--- src/rtl/booth_mac_accumulator_if.sv ---
// rtl/booth_mac_accumulator_if.sv - control, product and result signals of the MAC accumulator
interface booth_mac_accumulator_if #(
    parameter int WIDTH     = 16,
    parameter int ACC_WIDTH = 40,
    parameter int LEN_WIDTH = 8
);
    logic                   start;
    logic [LEN_WIDTH-1:0]   len;
    logic                   signed_mode;
    logic                   prod_valid;
    logic                   prod_ready;
    logic [2*WIDTH-1:0]     product;
    logic                   res_valid;
    logic                   res_ready;
    logic [ACC_WIDTH-1:0]   result;
    logic                   overflow;
    logic                   busy;

    // master drives the reduction (sequencer/multiplier side), slave is the accumulator
    modport master (
        output start, len, signed_mode, prod_valid, product, res_ready,
        input  prod_ready, res_valid, result, overflow, busy
    );

    modport slave (
        input  start, len, signed_mode, prod_valid, product, res_ready,
        output prod_ready, res_valid, result, overflow, busy
    );
endinterface

--- src/rtl/booth_mac_accumulator.sv ---
// rtl/booth_mac_accumulator.sv - saturating MAC reduction of a programmed number of products
module booth_mac_accumulator #(
    parameter int WIDTH     = 16,
    parameter int ACC_WIDTH = 40,
    parameter int LEN_WIDTH = 8
) (
    input  logic                       clk,
    input  logic                       rst,
    booth_mac_accumulator_if.slave     bus
);
    localparam int PW = 2 * WIDTH;

    localparam logic [1:0] S_IDLE  = 2'd0;
    localparam logic [1:0] S_ACCUM = 2'd1;
    localparam logic [1:0] S_DONE  = 2'd2;

    logic [1:0]           state;
    logic [ACC_WIDTH-1:0] acc;
    logic [ACC_WIDTH-1:0] result_q;
    logic [LEN_WIDTH-1:0] count;
    logic                 signed_q;
    logic                 overflow_q;

    logic [ACC_WIDTH-1:0] prod_ext;
    logic [ACC_WIDTH:0]   sum;
    logic [ACC_WIDTH-1:0] sat_acc;
    logic                 sat_hit;

    // One extra bit of headroom lets both signed and unsigned overflow be seen from the sum.
    always_comb begin
        prod_ext = {{(ACC_WIDTH-PW){signed_q & bus.product[PW-1]}}, bus.product};
        sum      = {signed_q & acc[ACC_WIDTH-1], acc}
                 + {signed_q & prod_ext[ACC_WIDTH-1], prod_ext};
        sat_hit  = 1'b0;
        sat_acc  = sum[ACC_WIDTH-1:0];
        if (signed_q) begin
            if (sum[ACC_WIDTH] != sum[ACC_WIDTH-1]) begin
                sat_hit = 1'b1;
                sat_acc = sum[ACC_WIDTH] ? {1'b1, {(ACC_WIDTH-1){1'b0}}}
                                         : {1'b0, {(ACC_WIDTH-1){1'b1}}};
            end
        end else if (sum[ACC_WIDTH]) begin
            sat_hit = 1'b1;
            sat_acc = '1;
        end
    end

    always_ff @(posedge clk) begin
        if (rst) begin
            state      <= S_IDLE;
            acc        <= '0;
            count      <= '0;
            result_q   <= '0;
            signed_q   <= 1'b0;
            overflow_q <= 1'b0;
        end else begin
            case (state)
                S_IDLE: begin
                    if (bus.start) begin
                        signed_q   <= bus.signed_mode;
                        acc        <= '0;
                        overflow_q <= 1'b0;
                        if (bus.len == '0) begin
                            result_q <= '0;
                            state    <= S_DONE;
                        end else begin
                            count <= bus.len;
                            state <= S_ACCUM;
                        end
                    end
                end
                S_ACCUM: begin
                    if (bus.prod_valid) begin
                        acc   <= sat_acc;
                        count <= count - 1'b1;
                        if (sat_hit) begin
                            overflow_q <= 1'b1;
                        end
                        // last beat publishes the updated sum directly
                        if (count == LEN_WIDTH'(1)) begin
                            result_q <= sat_acc;
                            state    <= S_DONE;
                        end
                    end
                end
                S_DONE: begin
                    if (bus.res_ready) begin
                        state <= S_IDLE;
                    end
                end
                default: state <= S_IDLE;
            endcase
        end
    end

    assign bus.prod_ready = (state == S_ACCUM);
    assign bus.res_valid  = (state == S_DONE);
    assign bus.busy       = (state != S_IDLE);
    assign bus.result     = result_q;
    assign bus.overflow   = overflow_q;
endmodule
--- src/flat_wrapper.sv ---
// flat-port wrapper written by rule: the top's interface ports become plain ports
module booth_mac_accumulator_flat 
#(
    parameter int WIDTH     = 16,
    parameter int ACC_WIDTH = 40,
    parameter int LEN_WIDTH = 8
)
  (clk, rst, bus_start, bus_len, bus_signed_mode, bus_prod_valid, bus_product, bus_res_ready, bus_prod_ready, bus_res_valid, bus_result, bus_overflow, bus_busy);
  booth_mac_accumulator_if #(.WIDTH(WIDTH), .ACC_WIDTH(ACC_WIDTH), .LEN_WIDTH(LEN_WIDTH)) bus_i ();
  input  logic clk;
  input  logic rst;
  input wire logic [$bits(bus_i.start)-1:0] bus_start;
  input wire logic [$bits(bus_i.len)-1:0] bus_len;
  input wire logic [$bits(bus_i.signed_mode)-1:0] bus_signed_mode;
  input wire logic [$bits(bus_i.prod_valid)-1:0] bus_prod_valid;
  input wire logic [$bits(bus_i.product)-1:0] bus_product;
  input wire logic [$bits(bus_i.res_ready)-1:0] bus_res_ready;
  output wire logic [$bits(bus_i.prod_ready)-1:0] bus_prod_ready;
  output wire logic [$bits(bus_i.res_valid)-1:0] bus_res_valid;
  output wire logic [$bits(bus_i.result)-1:0] bus_result;
  output wire logic [$bits(bus_i.overflow)-1:0] bus_overflow;
  output wire logic [$bits(bus_i.busy)-1:0] bus_busy;
  assign bus_i.start = bus_start;
  assign bus_i.len = bus_len;
  assign bus_i.signed_mode = bus_signed_mode;
  assign bus_i.prod_valid = bus_prod_valid;
  assign bus_i.product = bus_product;
  assign bus_i.res_ready = bus_res_ready;
  assign bus_prod_ready = bus_i.prod_ready;
  assign bus_res_valid = bus_i.res_valid;
  assign bus_result = bus_i.result;
  assign bus_overflow = bus_i.overflow;
  assign bus_busy = bus_i.busy;
  booth_mac_accumulator #(.WIDTH(WIDTH), .ACC_WIDTH(ACC_WIDTH), .LEN_WIDTH(LEN_WIDTH)) u_core (.clk(clk), .rst(rst), .bus(bus_i));
endmodule
--- config.mk ---
export PLATFORM = sky130hd
export DESIGN_NAME = booth_mac_accumulator_flat
export DESIGN_NICKNAME = d
export VERILOG_FILES = /design/src/rtl/booth_mac_accumulator_if.sv /design/src/rtl/booth_mac_accumulator.sv /design/src/flat_wrapper.sv
export SDC_FILE = /design/constraint.sdc
export NUM_CORES = 1
export LEC_CHECK = 0
export BUFFER_PORTS_ARGS = -buffer_cell sky130_fd_sc_hd__buf_2
export CORE_MARGIN = 5
export CORE_UTILIZATION = 40
export CTS_CLUSTER_SIZE = 16
export DETAILED_ROUTE_END_ITERATION = 8
export GPL_TIMING_DRIVEN = 0
export MAX_ROUTING_LAYER = met4
export PLACE_DENSITY = 0.73
export SYNTH_ARGS = -nofsm -noshare
export SYNTH_HDL_FRONTEND = slang
export SYNTH_SLANG_ARGS = --single-unit
--- constraint.sdc ---
create_clock -name clk -period 3 [get_ports clk]
set_input_delay 0 -clock clk [delete_from_list [all_inputs] [get_ports clk]]
set_output_delay 0 -clock clk [all_outputs]
set_load 0.02 [all_outputs]
==> results of run 1 <==
cell type report:
type,instances,area share
Multi-Input combinational cell,604,0.550
Sequential cell,92,0.223
Timing Repair Buffer,123,0.107
Buffer,40,0.0431
Clock buffer,13,0.0326
Tap cell,188,0.0284
Clock inverter,3,0.00816
Inverter,18,0.00816
placed cells by master (no fill, tap or decap), types with 17 or more instances in the layout:
cell | synthesis | final
o21ai_1 | 47 | 25
xnor2_1 | 30 | 30
dfxtp_1 | 92 | 90
nor2_1 | 31 | 31
buf_2 | 3 | 90
buf_12 | 0 | 18
clkbuf_1 | 23 | 23
buf_4 | 4 | 17
nand2_1 | 124 | 122
nand3_1 | 18 | 18
a21oi_1 | 53 | 51
ha_1 | 36 | 28
nor3_4 | 9 | 33
o21ai_0 | 33 | 29
o21ai_2 | 27 | 53
layer usage:
layer,vias to the layer above,global-route usage,share of wire,routed length (microns)
met5,-,-,0,0
met4,0,0.0673,0.022,403
met3,32,0.0413,0.072,1310
met2,247,0.324,0.48,8740
met1,2838,0.252,0.43,7790
li1,3016,-,-,-
through the flow:
| step | instances | utilization | power, uW | hold slack, ns |
|---|---|---|---|---|
| CTS | 1076 | 0.528 | 4640 | 0.00365 |
| global placement | 1030 | 0.456 | 3080 | 0.245 |
| detailed placement | 1030 | 0.456 | 3110 | 0.249 |
| floorplan | 754 | - | 2720 | 0.0966 |
| finish | 1081 | 0.545 | 4720 | 0.0175 |
| global route | 1081 | 0.545 | 5000 | 0.0213 |
state kept, by name (all words and copies together) (netlist names):
name,flops
u_core.acc,40
u_core.bus.result,40
u_core.count,8
u_core.state,2
u_core.bus.overflow,1
u_core.signed_q,1
cell usage after synthesis (14+ instances only):
cell,count
a21oi_1,53
clkbuf_1,23
dfxtp_1,92
ha_1,36
inv_1,14
nand2_1,124
nand3_1,18
nor2_1,31
nor3_1,20
nor3_2,20
o21ai_0,33
o21ai_1,47
o21ai_2,27
xnor2_1,30
logic make-up (layout without fill, tap and decap cells):
logic type / count (synthesis) / in the layout / synth area share
buf+inv: 58 / 197 / 0.0491
xor+xnor: 44 / 44 / 0.0646
simple gates: 272 / 272 / 0.236
fa+ha+maj: 37 / 37 / 0.0760
mux: 3 / 3 / 0.00505
flops: 92 / 92 / 0.297
compound gates: 248 / 248 / 0.272
power groups by stage:
stage                     combinational (uW)  sequential (uW)  clock [uW]
after floorplan                         1240             1480           0
final                                   1990             1450        1280
after global routing                    2170             1470        1360
after CTS                               1890             1440        1310
after global placement                  1620             1460           0
after detailed placement                1640             1470           0
worst max-delay path: stages (launching register included):
cell and delay (ns):
dfxtp_2 0.34, ha_4 0.16, fa_2 0.35, a211oi_2 0.26, o21ai_2 0.11, o211ai_1 0.18, buf_4 0.17, a21boi_4 0.06
o211ai_4 0.22, nand2_2 0.09, a221o_4 0.43, xor2_1 0.16, ha_1 0.28, mux2_4 0.28, a21oi_2 0.12, a211oi_1 0.05
how the worst min path moves through the flow:
stage | cells past startpoint | startpoint | end | slack [ns]
4_1_cts | 3 | bus_len[1] | u_core.count[1] | 0.004
3_5_place_dp | 2 | bus_start | u_core.bus.overflow | 0.25
5_1_grt | 3 | bus_len[5] | u_core.count[5] | 0.02
2_1_floorplan | 1 | bus_start | u_core.bus.overflow | 0.1
6_report | 3 | bus_len[6] | u_core.count[6] | 0.02
3_3_place_gp | 2 | bus_start | u_core.bus.overflow | 0.25
repair_timing:
item	CTS	global route
hold endpoints to repair	3	0
gates cloned	6	0
buffers inserted	21	9
setup endpoints to repair	81	81
gates resized for setup	67	60
pin swaps	41	31
hold buffers	3	0
==> results.json, run 1 <==
{
  "synth_top_area_frac": 0.297,
  "clockBufferDepth": 2,
  "register_area_sq_um": 1840,
  "power.share.clock": 0.272,
  "crit_path_end_kind": "flip-flop",
  "ant_nets": 0,
  "ff2ff_path_depth": 15,
  "dieArea_sq_um": 18100,
  "initial_utilization": 0.407,
  "swShare": 0.376,
  "seqPwrFrac": 0.307,
  "wl_per_cell_microns": 16.9,
  "antenna_found_initial": 0,
  "synth_ff_type": "dfxtp_1",
  "synth_cell_types": 73,
  "drive_gt1_frac": 0.323,
  "setup_slack_ns": -0.400,
  "critical_path_required_ns": 3.21,
  "core_area_sq_um": 15200,
  "synth-seq-cells": 92,
  "area_growth_pct": 33.7,
  "cts-root-buf": "clkbuf_16",
  "final_nets": 971,
  "hold_violations": 0,
  "synth-seq-area-share": 0.297,
  "min_period_over_period": 1.13,
  "htreeDepth": 3,
  "criticalPathCategory": "flip-flop to flip-flop",
  "first_global_vias": 5730,
  "hpwl_mm": 12.4,
  "final.setup.tns_ns": -27.11,
  "diodes": 0,
  "overflow": 0,
  "cp-startpoint": "u_core.acc[0]",
  "synth-edff-count": 0,
  "drv_slew": 0,
  "design_area_sq_um": 8280,
  "ioPinCount": 90,
  "intPower_uw": 2950,
  "skew_ns": 0.00776,
  "cp_data_arrival_time_ns": 3.61,
  "maxSlewHeadroom": 0.400,
  "status": "finished with violations",
  "fp.dieW_microns": 134,
  "cp_max_fo": 6,
  "cts_tree": "yes",
  "synth_top_area_cell": "dfxtp_1",
  "multi_input_area_sq_um": 4560,
  "clk_latency_ns": 0.35,
  "switchingPower_uw": 1770,
  "power_density_nw_per_um2": 570,
  "timing.rr.start": "u_core.acc[0]",
  "vias": 6133,
  "port_buffers": 88,
  "final.min_clock_period_ns": 3.40,
  "drt_wl_total_mm": 18.2,
  "rsz0062_at_grt": "yes",
  "path_clk_slew_ns": 0.06,
  "fmax_ghz": 0.294,
  "avgSynthCellArea_sq_um": 8.21,
  "min_path_type": "input pin to flip-flop",
  "dpl_cell_area_sq_um": 6940,
  "die_y_microns": 134,
  "grt_pass1_wl_mm": 28.6,
  "syn_inst": 754,
  "clock_sinks": 92,
  "dp_slack_ns": -0.620,
  "drv_cap": 0,
  "drtPass1Iterations": 5,
  "synthesis.area_sq_um": 6190,
  "fillCellCount": 1351,
  "drtIter0Drc": 402,
  "worst_pin_slew_ns": 0.897,
  "power.share.combinational": 0.421,
  "crit_path_end": "u_core.bus.overflow",
  "route.detailed.drc": 0,
  "vias_per_cell": 5.67,
  "synth_area_leaders": "dfxtp_1 30%, nand2_1 7.5%, ha_1 7.3%, a21oi_1 4.3%, xnor2_1 4.2%",
  "cp-start-kind": "flip-flop",
  "violations": "negative setup slack",
  "yosys_warnings": 0,
  "grt_usage": 0.201,
  "rows": 45,
  "setup_violations": 81,
  "synth_nets": 837,
  "timing.rr.end": "u_core.bus.overflow",
  "place_congestion": 0.919,
  "async_flop_share": 0,
  "total_leakage_power_uw": 0.00342,
  "irDropWorstVdd_mv": 0.466,
  "grt_max_degree": 15,
  "regToRegSetupSlack_ns": -0.40,
  "cts_buffers": 9
}
Note: power is estimated with default switching activity, not from simulation.
==> inputs of run 2 (changes only) <==
- CORE_ASPECT_RATIO: unset -> 0.75
==> run 2 against run 1 <==
Compared with the run above: worst setup slack improved by 0.041 ns; flip-flop and latch count did not move; fmax rose by 1.2%; clock skew rose by 0.0032 ns; critical path type unchanged; final area fell by 0.97%; die area rose by 0.14%; via count rose by 0.11%; first-iteration DRC count rose by 7.5%; the run still ends with negative setup slack left; critical path depth fell by 3; utilization fell by 0.61 points; sequential power barely moved; sequential share of layout area rose by 0.20 points.
==> results.json, run 2 (synthesized netlist as in run 1, its figures left out) <==
{
  "status": "finished with violations",
  "violations": "negative setup slack",
  "irDropWorstVdd_mv": 0.301,
  "min_path_type": "input pin to flip-flop",
  "first_global_vias": 5645,
  "maxSlewHeadroom": 0.419,
  "power.share.clock": 0.261,
  "route.detailed.drc": 0,
  "hold_violations": 0,
  "core_area_sq_um": 15200,
  "worst_pin_slew_ns": 0.869,
  "overflow": 0,
  "crit_chain": "ha_2, nand2_1, or4_1, o31ai_4, a31oi_1, xor2_1, and2_2, inv_2, o211ai_4, buf_6, clkbuf_16, o21ai_2",
  "grt_pass1_wl_mm": 28.6,
  "port_buffers": 88,
  "slowest_stage": "or4_1",
  "drv_slew": 0,
  "intPower_uw": 2790,
  "critical_path_required_ns": 3.24,
  "drive_gt1_frac": 0.336,
  "fmax_ghz": 0.298,
  "dieArea_sq_um": 18100,
  "cts-root-buf": "clkbuf_16",
  "vias_per_cell": 5.60,
  "skew_ns": 0.0109,
  "antenna_found_initial": 0,
  "clockBufferDepth": 2,
  "die_y_microns": 118,
  "fp.dieW_microns": 154,
  "total_leakage_power_uw": 0.00343,
  "layout_commonest_cell": "nand2_1",
  "vias": 6140,
  "fillCellCount": 1391,
  "setup_violations": 81,
  "final.min_clock_period_ns": 3.36,
  "power_density_nw_per_um2": 563,
  "cp-start-kind": "flip-flop",
  "post-route-util": 0.539,
  "drtPass1Iterations": 5,
  "wl_per_cell_microns": 16.8,
  "cts_buffers": 9,
  "path_clk_slew_ns": 0.07,
  "final_cells": 1097,
  "final_nets": 970,
  "grt_max_degree": 17,
  "critPathMaxStageDelay_ns": 0.56,
  "layout_common_cells": "122 x nand2_1, 91 x dfxtp_1, 90 x buf_2",
  "clk_latency_ns": 0.36,
  "hpwl_mm": 13.0,
  "rsz0062_at_grt": "yes",
  "criticalPathCategory": "flip-flop to flip-flop",
  "post-layout-total-power_uw": 4620,
  "area_growth_pct": 32.4,
  "grt_usage": 0.197,
  "setup_slack_ns": -0.359,
  "crit_path_end_kind": "flip-flop",
  "drtIter0Drc": 432,
  "cts_tree": "yes",
  "rows": 39,
  "final.setup.tns_ns": -24.87,
  "placedCellCount": 1047,
  "cp_data_arrival_time_ns": 3.60,
  "initial_utilization": 0.407,
  "htreeDepth": 3,
  "ant_nets": 0,
  "ioPinCount": 90,
  "clock_sinks": 92,
  "dp_slack_ns": -0.730,
  "drt_wl_total_mm": 18.4,
  "drv_cap": 0,
  "power.share.combinational": 0.427,
  "swShare": 0.397,
  "diodes": 0,
  "register_area_sq_um": 1840,
  "multi_input_area_sq_um": 4520,
  "cp_max_fo": 6,
  "min_period_over_period": 1.12,
  "place_congestion": 0.938,
  "switchingPower_uw": 1830,
  "seqPwrFrac": 0.312
}
==> run 2: cell count changes in the layout (fill, tap and decap cells not counted), sizes merged <==
cell	delta
clkinv	+1
clkinvlp	+1
dlygate4sd3	+3
bufinv	-1
inv	+2
buf	-8
clkbuf	+1
==> run 2: power by group through the flow <==
| stage | clock network (uW) | registers (uW) | logic, uW |
|---|---|---|---|
| global route | 1270 | 1460 | 2140 |
| global placement | 0 | 1470 | 1630 |
| finish | 1200 | 1440 | 1970 |
| CTS | 1220 | 1440 | 1780 |
| detailed placement | 0 | 1470 | 1650 |
| floorplan | 0 | 1480 | 1240 |
==> run 2: metrics by stage <==
step	hold slack [ns]	area (sq um)
final	0.0281	8200
after global routing	0.0368	8200
after CTS	0.0154	7730
after detailed placement	0.254	6960
after global placement	0.251	6960
after floorplan	0.0966	6260
==> run 2: path summary, 6_finish.rpt <==
path	to	from	slack [ns]	cells after the start
worst max-delay path	u_core.bus.result[3]	u_core.acc[15]	-0.36	12
worst min-delay path	u_core.count[7]	bus_len[7]	0.03	3
worst max register to register	u_core.bus.result[3]	u_core.acc[15]	-0.36	12
worst min register to register	u_core.bus.result[30]	u_core.bus.result[30]	0.45	2
==> run 2: repair_timing <==
| item | in CTS | in global routing |
|---|---|---|
| hold endpoints to repair | 6 | 0 |
| gates resized for setup | 37 | 81 |
| hold buffers | 6 | 0 |
| cloned | 2 | 4 |
| pin swaps | 35 | 33 |
| endpoints found under the setup margin | 81 | 81 |
| buffers inserted | 17 | 5 |
==> run 2: final cells by class <==
type | instances | area share
multi-input cells | 604 | 0.552
flip-flops and latches | 92 | 0.225
repair buffers | 122 | 0.108
plain buffers | 40 | 0.0383
well taps | 205 | 0.0313
clock buffers | 10 | 0.0291
clock inverters | 6 | 0.00854
inverters | 18 | 0.00824
==> run 2: per-layer routing <==
layer | wire length (microns) | part of all wire | track usage
met4 | 267 | 0.014 | 0.0491
met1 | 8980 | 0.49 | 0.284
met5 | 0 | 0 | -
met2 | 8220 | 0.45 | 0.283
met3 | 960 | 0.052 | 0.0401
==> run 2: worst max-delay path: cells and delay by family (launching register included) <==
kind                       cells  cell delay [ns]
DFF                            1             0.32
buffers and inverters          3             0.44
and+or+nand+nor                3             1.01
AOI/OAI and AO/OA              4             0.75
adders and majority gates      1             0.42
xor gates and xnor gates       1             0.30
==> inputs of run 3 (changes only) <==
- ABC_AREA: unset -> 1
- PLACE_DENSITY: 0.73 -> 0.72
==> run 3 against run 2 <==
Compared with the run above: the run now ends clean; clock skew is essentially flat; final area shrank 3.6%; final cell count grew 26%; first-iteration DRC count grew 36%; largest cell class unchanged; highest routed layer unchanged.
==> results.json, run 3 <==
{
  "dieArea_sq_um": 19800,
  "synth_nets": 1139,
  "overflow": 0,
  "criticalPathCategory": "flip-flop to flip-flop",
  "whs_ns": 0.0235,
  "vias_per_cell": 5.29,
  "rsz0062_at_grt": "no",
  "fp.dieW_microns": 161,
  "path_clk_slew_ns": 0.07,
  "grt_pass1_wl_mm": 34.4,
  "diodes": 0,
  "maxSlewHeadroom": 0.512,
  "drtIter0Drc": 586,
  "slowest_stage": "o21ai_0",
  "synth_top_area_frac": 0.269,
  "grt_max_degree": 18,
  "drt_wl_total_mm": 21.9,
  "layout_common_cells": "268 x nand2_1, 107 x a21oi_1, 104 x o21ai_0",
  "htreeDepth": 3,
  "power_density_nw_per_um2": 988,
  "cts_tree": "yes",
  "hpwl_mm": 17.7,
  "synth-seq-cells": 92,
  "synth_cell_types": 42,
  "min_period_over_period": 0.954,
  "path_buf_inv": 0,
  "crit_top_cell": "nand2_1",
  "regToRegSetupSlack_ns": 0.14,
  "route.detailed.drc": 0,
  "ioPinCount": 90,
  "place_congestion": 1.02,
  "post_cts_buffers": 0,
  "ant_nets": 0,
  "yosysMostFrequentCell": "nand2_1",
  "drv_slew": 0,
  "cp-start-kind": "flip-flop",
  "min_path_type": "input pin to flip-flop",
  "port_buffers": 89,
  "final.setup.tns_ns": 0,
  "cp_data_arrival_time_ns": 3.09,
  "ys_top_cells_by_count": "269 x nand2_1, 107 x a21oi_1, 104 x o21ai_0",
  "crit_chain": "ha_1, fa_2, nand2_1, nand2_1, nand2_1, o21ai_0, nand4_1, nand3_1, nand2_1, nand2_1, nand2_1, nand2_1, nand3_1, nand2_1, a21oi_1",
  "skew_ns": 0.0107,
  "dpl_cell_area_sq_um": 7560,
  "drtPass1Iterations": 5,
  "fmax_ghz": 0.349,
  "drv_cap": 0,
  "clock_sinks": 92,
  "critPathMaxStageDelay_ns": 0.50,
  "hold_violations": 0,
  "setup_violations": 0,
  "clk_latency_ns": 0.36,
  "area_growth_pct": 15.6,
  "async_flop_share": 0,
  "total_leakage_power_uw": 0.00391,
  "layout_commonest_cell": "nand2_1",
  "first_global_vias": 6557,
  "antenna_found_initial": 0,
  "rows": 41,
  "crit_path_end_kind": "flip-flop",
  "synth-seq-area-share": 0.269,
  "wl_per_cell_microns": 15.9,
  "grt_usage": 0.225,
  "syn_inst": 1056,
  "avgSynthCellArea_sq_um": 6.48,
  "clockBufferDepth": 2,
  "cts_buffers": 9,
  "synth_top_area_cell": "dfxtp_1",
  "initial_utilization": 0.406,
  "final.min_clock_period_ns": 2.86,
  "drive_gt1_frac": 0.164,
  "core_area_sq_um": 16800,
  "synth_area_leaders": "dfxtp_1 27%, nand2_1 15%, a21oi_1 7.8%, o21ai_0 7.6%, ha_1 6.6%",
  "cp_max_fo": 3,
  "yosys_warnings": 0,
  "final_nets": 1244,
  "synth-edff-count": 0,
  "synth_ff_type": "dfxtp_1",
  "crit_family": "simple AND/OR/NAND/NOR gates",
  "critical_path_required_ns": 3.23,
  "synthesis.area_sq_um": 6840,
  "die_y_microns": 123,
  "design_area_sq_um": 7910,
  "post-layout-total-power_uw": 7810,
  "vias": 7308,
  "worst_pin_slew_ns": 0.732,
  "cts-root-buf": "clkbuf_16",
  "irDropWorstVdd_mv": 0.396,
  "status": "completed"
}
==> run 3: changes by cell type in the layout (fill, tap and decap cells not counted), sizes merged, moves of 10 or more <==
| cell | before | now |
|---|---|---|
| xnor2 | 31 | 21 |
| a21oi | 55 | 127 |
| o21bai | 3 | 16 |
| o211ai | 11 | 0 |
| nor3 | 49 | 6 |
| nand2 | 126 | 291 |
| inv | 19 | 109 |
| nand3 | 18 | 86 |
| a21o | 12 | 1 |
| nor2 | 31 | 86 |
| buf | 129 | 105 |
==> run 3: area by class of cell <==
| class | count | area, sq um |
|---|---|---|
| Sequential cell | 92 | 1840 |
| Fill cell | 1786 | 8920 |
| Clock inverter | 7 | 57.6 |
| Tap cell | 215 | 269 |
| Clock buffer | 9 | 225 |
| Buffer | 43 | 230 |
| Timing Repair Buffer | 94 | 495 |
| Inverter | 105 | 394 |
| Multi-Input combinational cell | 816 | 4390 |
==> run 3: cells by family (layout without fill, tap and decap cells) <==
| logic type | after synthesis | in the layout | share of synthesized area |
|---|---|---|---|
| flip-flops | 92 | 92 | 0.269 |
| adder cells (fa/ha/maj) | 37 | 37 | 0.0688 |
| buffers and inverters | 148 | 258 | 0.0909 |
| AO/OA/AOI/OAI | 263 | 263 | 0.216 |
| XOR/XNOR | 27 | 27 | 0.0346 |
| AND/OR/NAND/NOR | 489 | 489 | 0.321 |
==> run 3: layer usage <==
| layer | global-route usage | up-vias | wire (microns) |
|---|---|---|---|
| met3 | 0.0343 | 18 | 1490 |
| met5 | - | - | 0 |
| met1 | 0.345 | 3328 | 11600 |
| met4 | 0.0405 | 0 | 206 |
| li1 | - | 3706 | - |
| met2 | 0.314 | 256 | 8640 |
==> run 3: metrics by stage <==
step	utilization	setup WS, ns	instances
after CTS	0.469	0.0370	1381
after global routing	0.470	0.00613	1381
after global placement	0.449	-0.190	1360
after floorplan	-	0.583	1056
final	0.470	0.139	1381
after detailed placement	0.449	-0.0285	1360
==> run 3: power breakdown <==
part,switching [uW],total (uW),internal [uW],leakage [uW]
Combinational,3160,4790,1630,0.00302
Clock,540,1120,575,0.000135
Sequential,252,1910,1660,0.000756
Total,3950,7810,3860,0.00391
==> run 3: tightest hold or removal path: stages <==
cell and delay, ns:
buf_2 0.10, nand2_1 0.10, o211a_1 0.13
==> run 3: worst paths after layout <==
path	end	start	cells after the start
hold reg to reg	u_core.count[7]	u_core.count[7]	2
hold / removal	u_core.bus.overflow	bus_start	3
setup / recovery	u_core.acc[38]	u_core.acc[0]	15
setup reg to reg	u_core.acc[38]	u_core.acc[0]	15
==> run 3: timing repair <==
action                                  4_1_cts  5_1_grt
endpoints found under the setup margin       12       73
hold endpoints to repair                      9        0
hold buffers                                  5        0
resized for setup                             1        6
